## config.mk

```make
export PLATFORM = sky130hd
export DESIGN_NAME = simon32_64_pipe
export DESIGN_NICKNAME = d
export VERILOG_FILES = /design/src/rtl/simon32_64_pipe.sv
export SDC_FILE = /design/constraint.sdc
export NUM_CORES = 2
export LEC_CHECK = 0
export BUFFER_PORTS_ARGS = -buffer_cell sky130_fd_sc_hd__buf_2
export CELL_PAD_IN_SITES_DETAIL_PLACEMENT = 0
export CELL_PAD_IN_SITES_GLOBAL_PLACEMENT = 1
export CORE_UTILIZATION = 52
export DETAILED_ROUTE_END_ITERATION = 6
export HOLD_SLACK_MARGIN = 0.15
export PLACE_DENSITY = 0.84
export SLEW_MARGIN = 25
export SYNTH_ARGS = -nofsm -noshare
export SYNTH_HDL_FRONTEND = slang
export SYNTH_SLANG_ARGS = --single-unit
export TNS_END_PERCENT = 5
```

## constraint.sdc

```tcl
create_clock -name clk -period 1.6 [get_ports clk]
set_clock_uncertainty 0.2 [all_clocks]
set_input_delay 0.08 -clock clk [delete_from_list [all_inputs] [get_ports clk]]
set_output_delay 0.08 -clock clk [all_outputs]
set_load 0.1 [all_outputs]
```

## src/rtl/simon32_64_pipe.sv

```systemverilog
`default_nettype none
//------------------------------------------------------------------------------
// Module      : simon32_64_pipe
// Description : Fully pipelined SIMON 32/64 encryptor. Each pipeline stage
//               carries {x, y, k3, k2, k1, k0} and applies 32/NumStages
//               rounds, expanding the key window on the fly, so a new
//               (plaintext, key) pair can enter on every clock.
// Revision    : 1.0 - initial release
//------------------------------------------------------------------------------
module simon32_64_pipe #(
   parameter int NumStages = 32   // legal: 1, 2, 4, 8, 16, 32
) (
   input  logic        clk,
   input  logic        reset,
   input  logic [31:0] plaintext,
   input  logic [63:0] key,
   output logic [31:0] ciphertext
);

   localparam int c_ROUNDS_PER_STAGE = 32 / NumStages;

   // z0 written left to right, so sequence bit i sits at vector index 61-i
   localparam logic [61:0] c_Z0 =
      62'b11111010001001010110000111001101111101000100101011000011100110;

   // One round on the packed state {x, y, k3, k2, k1, k0}. The window holds
   // k_i..k_{i+3}; after the round it holds k_{i+1}..k_{i+4}. Keys produced
   // by the last four rounds are never consumed, so z_bit is irrelevant there.
   function automatic logic [95:0] round_step(input logic [95:0] st, input logic z_bit);
      logic [15:0] x, y, k0, k1, k3, f, tmp, k4;
      x   = st[95:80];
      y   = st[79:64];
      k3  = st[63:48];
      k1  = st[31:16];
      k0  = st[15:0];
      f   = ({x[14:0], x[15]} & {x[7:0], x[15:8]}) ^ {x[13:0], x[15:14]};
      tmp = {k3[2:0], k3[15:3]} ^ k1;
      tmp = tmp ^ {tmp[0], tmp[15:1]};
      k4  = 16'hFFFC ^ {15'd0, z_bit} ^ k0 ^ tmp;
      return {y ^ f ^ k0, x, k4, st[63:16]};
   endfunction

   logic [95:0] r_in;
   logic [95:0] r_st   [NumStages];
   logic [95:0] w_next [NumStages];
   logic [31:0] r_out;
   logic        w_unused_keys;

   // Input register: plaintext and key pack directly into {x, y, k3..k0}
   always_ff @(posedge clk) begin
      if (reset) r_in <= '0;
      else       r_in <= {plaintext, key};
   end

   // Combinational rounds for each stage; round index is fixed per stage
   for (genvar s = 0; s < NumStages; s++) begin : g_stage
      logic [95:0] w_ch [c_ROUNDS_PER_STAGE+1];

      if (s == 0) begin : g_src_in
         assign w_ch[0] = r_in;
      end else begin : g_src_prev
         assign w_ch[0] = r_st[s-1];
      end

      for (genvar r = 0; r < c_ROUNDS_PER_STAGE; r++) begin : g_round
         localparam int c_RIDX = s * c_ROUNDS_PER_STAGE + r;
         assign w_ch[r+1] = round_step(w_ch[r], c_Z0[61-c_RIDX]);
      end

      assign w_next[s] = w_ch[c_ROUNDS_PER_STAGE];
   end

   // Stage register banks
   always_ff @(posedge clk) begin
      for (int s = 0; s < NumStages; s++) begin
         if (reset) r_st[s] <= '0;
         else       r_st[s] <= w_next[s];
      end
   end

   // Output register keeps only the data half of the final state
   always_ff @(posedge clk) begin
      if (reset) r_out <= '0;
      else       r_out <= r_st[NumStages-1][95:64];
   end

   // The key window leaving the last stage has no consumer
   assign w_unused_keys = ^r_st[NumStages-1][63:0];

   assign ciphertext = r_out;

endmodule
`default_nettype wire

```

# --- Word-level counts from Yosys, hierarchy flattened ---
# Memory sizes are Yosys's and may differ from the RTL's. A register that Yosys moved wholly into a read port is not among the register bits.
# Cells that the tools add are included.
classes:
  n_mux: 35
  bitwise_logic: 288
ops:
  columns: ["operator", "n"]
  rows:
  - ["$mux 96", 32]
  - ["$xor 16x16->16", 192]
  - ["$and 16x16->16", 32]
  - ["$not 15->15", 17]
  - ["$not 14->14", 15]
  - ["$or 1x1->1", 32]
  - ["$mux 1", 3]
word_totals:
  reg_bits: 96
  ramBits: 3072
  inputBits: 98
  output_inout_bits: 32
  elab_cells: 325
  memories: 1
mem_list:
  columns: ["memory", "words", "width", "read_ports", "rd_clocked_by_memory_dff", "write_ports", "line_no", "rtl"]
  rows:
  - ["r_st", 32, 96, 32, 1, 32, "44", "logic [95:0] r_st [NumStages];"]

# --- Longest topological paths before layout ---
logic_depth:
  word_depth: 5
  mapped_depth: 5
  ltp_nobuf: 3

# --- Worst setup path before layout ---
# OpenSTA, ideal clock, no wires.
synth_timing:
  kind: "register to register"
  from: "memory r_st[2][16]"
  to: "memory r_st[3][48]"
  setup_time_ns: 0.121
  arrival_time_ns: 1.018
  required_time_ns: 1.279
  setup_slack_ns: 0.261
  stages_incl_launch_ff: 4
  path_buffers: 0
  synth_period_minus_slack_ns: 1.339
  path_cell_list: "dfxtp_1 > xnor2_1 > xnor2_1 > mux2_2"
synth_rtl:
  columns: ["item", "line_no"]
  rows:
  - ["from (decl)", "44"]

# --- Worst setup path in the final report ---
layout_timing:
  from: "register r_out[1], in the netlist ciphertext[1], read port of r_st"
  to: "output ciphertext[1]"
layout_rtl:
  columns: ["item", "line_no", "rtl"]
  rows:
  - ["from (decl)", "46", "logic [31:0] r_out;"]
  - ["to (decl)", "17", "output logic [31:0] ciphertext"]
# No word-level cell between the ends.

==> results by stage <==
STA:
- Setup repair after global routing could not meet its margin everywhere.
- The final critical path takes up 110% of the cycle.
- Hold timing on the final database bottoms out at a slack of -0.803 ns.
- The shortest period the worst path allows is 1.76 ns.
- The relative slew slack is 28.8%.
- The slew at the pin closest to its max-slew limit is 1.06 ns.
- The max-slew violation count came to 0.
- The total of endpoints with negative setup slack in the final report is 36.
- The number of hold-slack violations in the final timing report came to 31.
- The final worst setup slack is -0.160 ns.
- The maximum operating frequency is 568 MHz.

Yosys:
- In this run, distinct cell masters in the synthesized netlist total 13.
- Yosys printed 0 warnings.
- The average instance area after synthesis is 12.6 um2.
- After synthesis the netlist holds a flip-flop and latch count of 3040.
- The cell count after synthesis came out at 8908.
- The netlist area before placement is 0.113 mm2.
- Counting every net in the synthesized netlist gives 9006.
- Sequential cells were found to cover 54.0% of the synthesized design area.

Setup path:
- At the worst endpoint, the required time is 1.32 ns.
- The class of the most critical setup path is reg -> out.
- The slowest stage of the critical path is the sky130_fd_sc_hd__dfxtp_2 cell.
- Of all nets on the critical path, the largest fanout is 1.
- The family of cells with the greatest summed delay on the critical path is flip-flops.
- The most critical setup path has its startpoint at ciphertext[1]$_SDFF_PP0_.
- The number of buffers and inverters on the critical path is 1.
- The startpoint of the worst register-to-register path is r_st[26][26]$_SDFF_PP0_.
- Traced cell by cell, the critical path runs through buf_12.
- STA classifies the critical path endpoint as a primary output.
- The arrival time of the worst setup path is 1.48 ns.
- The kind of start point of the critical path is a flop.
- In this run the number of cells on the critical path is 1.
- The cell depth of the worst flop-to-flop path is 3.
- The worst stage delay on the critical path is 0.36 ns.

CTS:
- The total clock sinks is 3040.
- The number of H-tree levels is 5.
- The number of buffers created by CTS is 313.
- Post-CTS timing repair inserted 0 buffers for setup.
- TritonCTS built the clock tree.
- The number of buffers on the longest clock path is 4.
- The clock root buffer master is sky130_fd_sc_hd__clkbuf_16.
- Clock-pin slew was measured on the worst setup and hold paths at 0.06 ns.
- The clock network latency to the later pin of the worst-skew pair is 0.96 ns.

Hold path:
- The number of cells traversed by the worst hold path is 2.
- The startpoint identified for the worst hold timing path is reset.
- The min-delay analysis places its worst path in the category in -> reg.

Route:
- Dividing the detail-routed wire length by the instance count gives 21.9 um.
- Once detail routing completed, the nets flagged for antenna violations numbered 0.
- The number of search-and-repair iterations in the first detailed-routing pass is 5.
- The total wire length is 278 mm.
- In this run, the number of DRC markers left after iteration 0 of detailed routing was 4473.
- The number of design rule violations left after detail routing is 0.
- The count of vias placed by the detailed router is 61900.
- The number of vias per cell is 4.87.

Flow run:
- Across the run, the number of max-cap violations was 0.

Die:
- The area of the die is 0.218 mm2.
- The initial cell density of the core is 52.4%.
- The floorplan row count is 170.
- Pin placement for this block handled 130 I/O pins.
- The floorplan step set the die height to 467 um.
- After floorplanning, the core was sized to cover 0.215 mm2.
- The die boundary width is 467 um.

Power and ir drop:
- The power per unit of standard cell area is 1720 mW/mm2.
- The register share of total power is 44.6%.
- Summed over all cells, the static leakage comes to 65.0 nW.
- In this run the power spent charging and discharging nets is 62.1 mW.
- The part of the power in combinational logic is 23.9%.
- The internal power of the cells totals 167 mW.
- In this run switching power makes up 27.0% of total power.
- The clock network accounts for 31.5% of the total power.
- The maximum vdd drop is 1.16 mV.
- Overall power consumption after layout is estimated at 230 mW.

Placement:
- The congestion estimate from routability-driven global placement came to 0.887.
- The estimated wirelength of the detail-placed design is 199 mm.
- The cell count after placement is 11700.
- The number of I/O port buffers is 129.

Finish:
- At the end of the flow the core is filled with cells to 62.0%.
- Relative to the synthesized area, the layout overhead comes to 18.2%.
- In the final layout, the share of cells above drive strength 1 is 9.48%.
- The filler-free cell count of the finished design is 12700.
- The net count reported at finish is 9764.

Global route:
- The via count of the first global-routing pass is 65100.
- The number of antenna violations at the first check in global routing came to 13.
- The overflow left after global routing is 0.
- The first-pass GRT wire length is 409 mm.
- In the global route stage, overall resource usage came out at 25.4%.
- The largest net degree at the start of global routing is 87.

Outcome:
- The checks that failed: hold timing, setup timing.
- The flow ran to the end, but the final reports show violations.
cells by family after synthesis:
kind of cell | synth area share [%]
and+or+nand+nor | 17.7
muxes | 0.580
xor gates and xnor gates | 26.3
buffers and inverters | 1.38
DFF | 54.0
final cells by class:
type | count | area, um2
Fill cell | 15900 | 81700
Sequential cell | 3040 | 60900
Multi-Input combinational cell | 5530 | 50500
Clock buffer | 449 | 9130
Timing Repair Buffer | 781 | 7990
Tap cell | 2838 | 3550
Clock inverter | 85 | 1030
Antenna cell | 5 | 12.5
synthesized netlist by cell type (all sizes together):
library cell  count  area (um2)
xor3            334        7940
dfxtp          3040       60900
clkbuf          140         526
mux2             58         653
nor2            419        1570
xor2            568        4970
xnor2           450        3950
buf             198        1020
xnor3           568       12800
nor2b          2621       16400
nand2           512        1920
path summary, 6_finish.rpt:
path / slack (ns) / end
setup / recovery: -0.16 / ciphertext[1]
hold / removal: -0.80 / r_st[14][70]$_SDFF_PP0_
setup reg to reg: -0.01 / r_st[27][57]$_SDFF_PP0_
hold reg to reg: 0.21 / r_st[27][16]$_SDFF_PP0_
flip-flops by register name, summed over array words and instances, names as in the netlist:
| register | flops |
|---|---|
| r_st | 2912 |
| r_in | 96 |
| ciphertext | 32 |
metrics by stage:
step / setup TNS, ns / cell area (um2) / worst slack [ns]
final: -4.25 / 133000 / -0.160
after global routing: -5.73 / 133000 / -0.210
after CTS: -15.16 / 133000 / -0.204
after detailed placement: -0.450 / 117000 / -0.160
after global placement: -0.384 / 117000 / -0.159
after floorplan: 0 / 113000 / 0.261
worst reg2reg max path, stage by stage, from the launching register on:
cell and delay [ns]:
sky130_fd_sc_hd__dfxtp_1 0.31, sky130_fd_sc_hd__xnor2_1 0.34, sky130_fd_sc_hd__xor3_1 0.44, sky130_fd_sc_hd__nor2_2 0.24
power groups by stage:
stage | clock [mW] | sequential [mW] | combinational [mW]
after detailed placement | 0 | 103 | 52.6
after global routing | 76.5 | 103 | 58.3
final | 72.4 | 102 | 54.8
after floorplan | 0 | 97.2 | 42.6
after CTS | 73.1 | 102 | 54.7
after global placement | 0 | 103 | 52.1
cell usage in the layout, fill, tap and decap left out, types with 2 or more instances in the layout:
cell | netlist | layout
sky130_fd_sc_hd__xor3_1 | 334 | 334
sky130_fd_sc_hd__dlymetal6s4s_1 | 0 | 11
sky130_fd_sc_hd__buf_12 | 0 | 95
sky130_fd_sc_hd__mux2_2 | 58 | 58
sky130_fd_sc_hd__clkbuf_16 | 0 | 317
sky130_fd_sc_hd__xor2_1 | 568 | 558
sky130_fd_sc_hd__dfxtp_2 | 0 | 36
sky130_fd_sc_hd__inv_6 | 0 | 5
sky130_fd_sc_hd__clkbuf_1 | 140 | 62
sky130_fd_sc_hd__nor2_2 | 0 | 5
sky130_fd_sc_hd__clkinv_4 | 0 | 3
sky130_fd_sc_hd__buf_4 | 13 | 137
sky130_fd_sc_hd__bufinv_16 | 0 | 21
sky130_fd_sc_hd__dfxtp_1 | 3040 | 3004
sky130_fd_sc_hd__clkbuf_8 | 0 | 70
sky130_fd_sc_hd__xnor2_1 | 449 | 427
sky130_fd_sc_hd__xor2_2 | 0 | 9
sky130_fd_sc_hd__xnor3_1 | 568 | 568
sky130_fd_sc_hd__clkinvlp_4 | 0 | 7
sky130_fd_sc_hd__nor2b_2 | 0 | 3
sky130_fd_sc_hd__diode_2 | 0 | 5
sky130_fd_sc_hd__nor2_1 | 419 | 414
sky130_fd_sc_hd__clkinv_2 | 0 | 46
sky130_fd_sc_hd__dlygate4sd3_1 | 0 | 440
sky130_fd_sc_hd__nor2b_1 | 2621 | 2618
sky130_fd_sc_hd__nand2_1 | 512 | 512
sky130_fd_sc_hd__clkinv_8 | 0 | 2
sky130_fd_sc_hd__buf_2 | 185 | 96
sky130_fd_sc_hd__xnor2_2 | 1 | 22
repair_timing:
action | CTS | global route
resized for setup | 175 | 44
hold buffers | 470 | 2
hold endpoints to repair | 3040 | 89
setup endpoints to repair | 47 | 323
per-layer routing:
metal	global-route usage (%)	vias to the layer above	wire (um)
met3	4.28	428	16400
li1	-	29300	-
met1	35.5	30700	126000
met2	40.8	1524	129000
met5	0	-	7
met4	6.96	2	6670
Note: power is estimated with default switching activity, not from simulation.
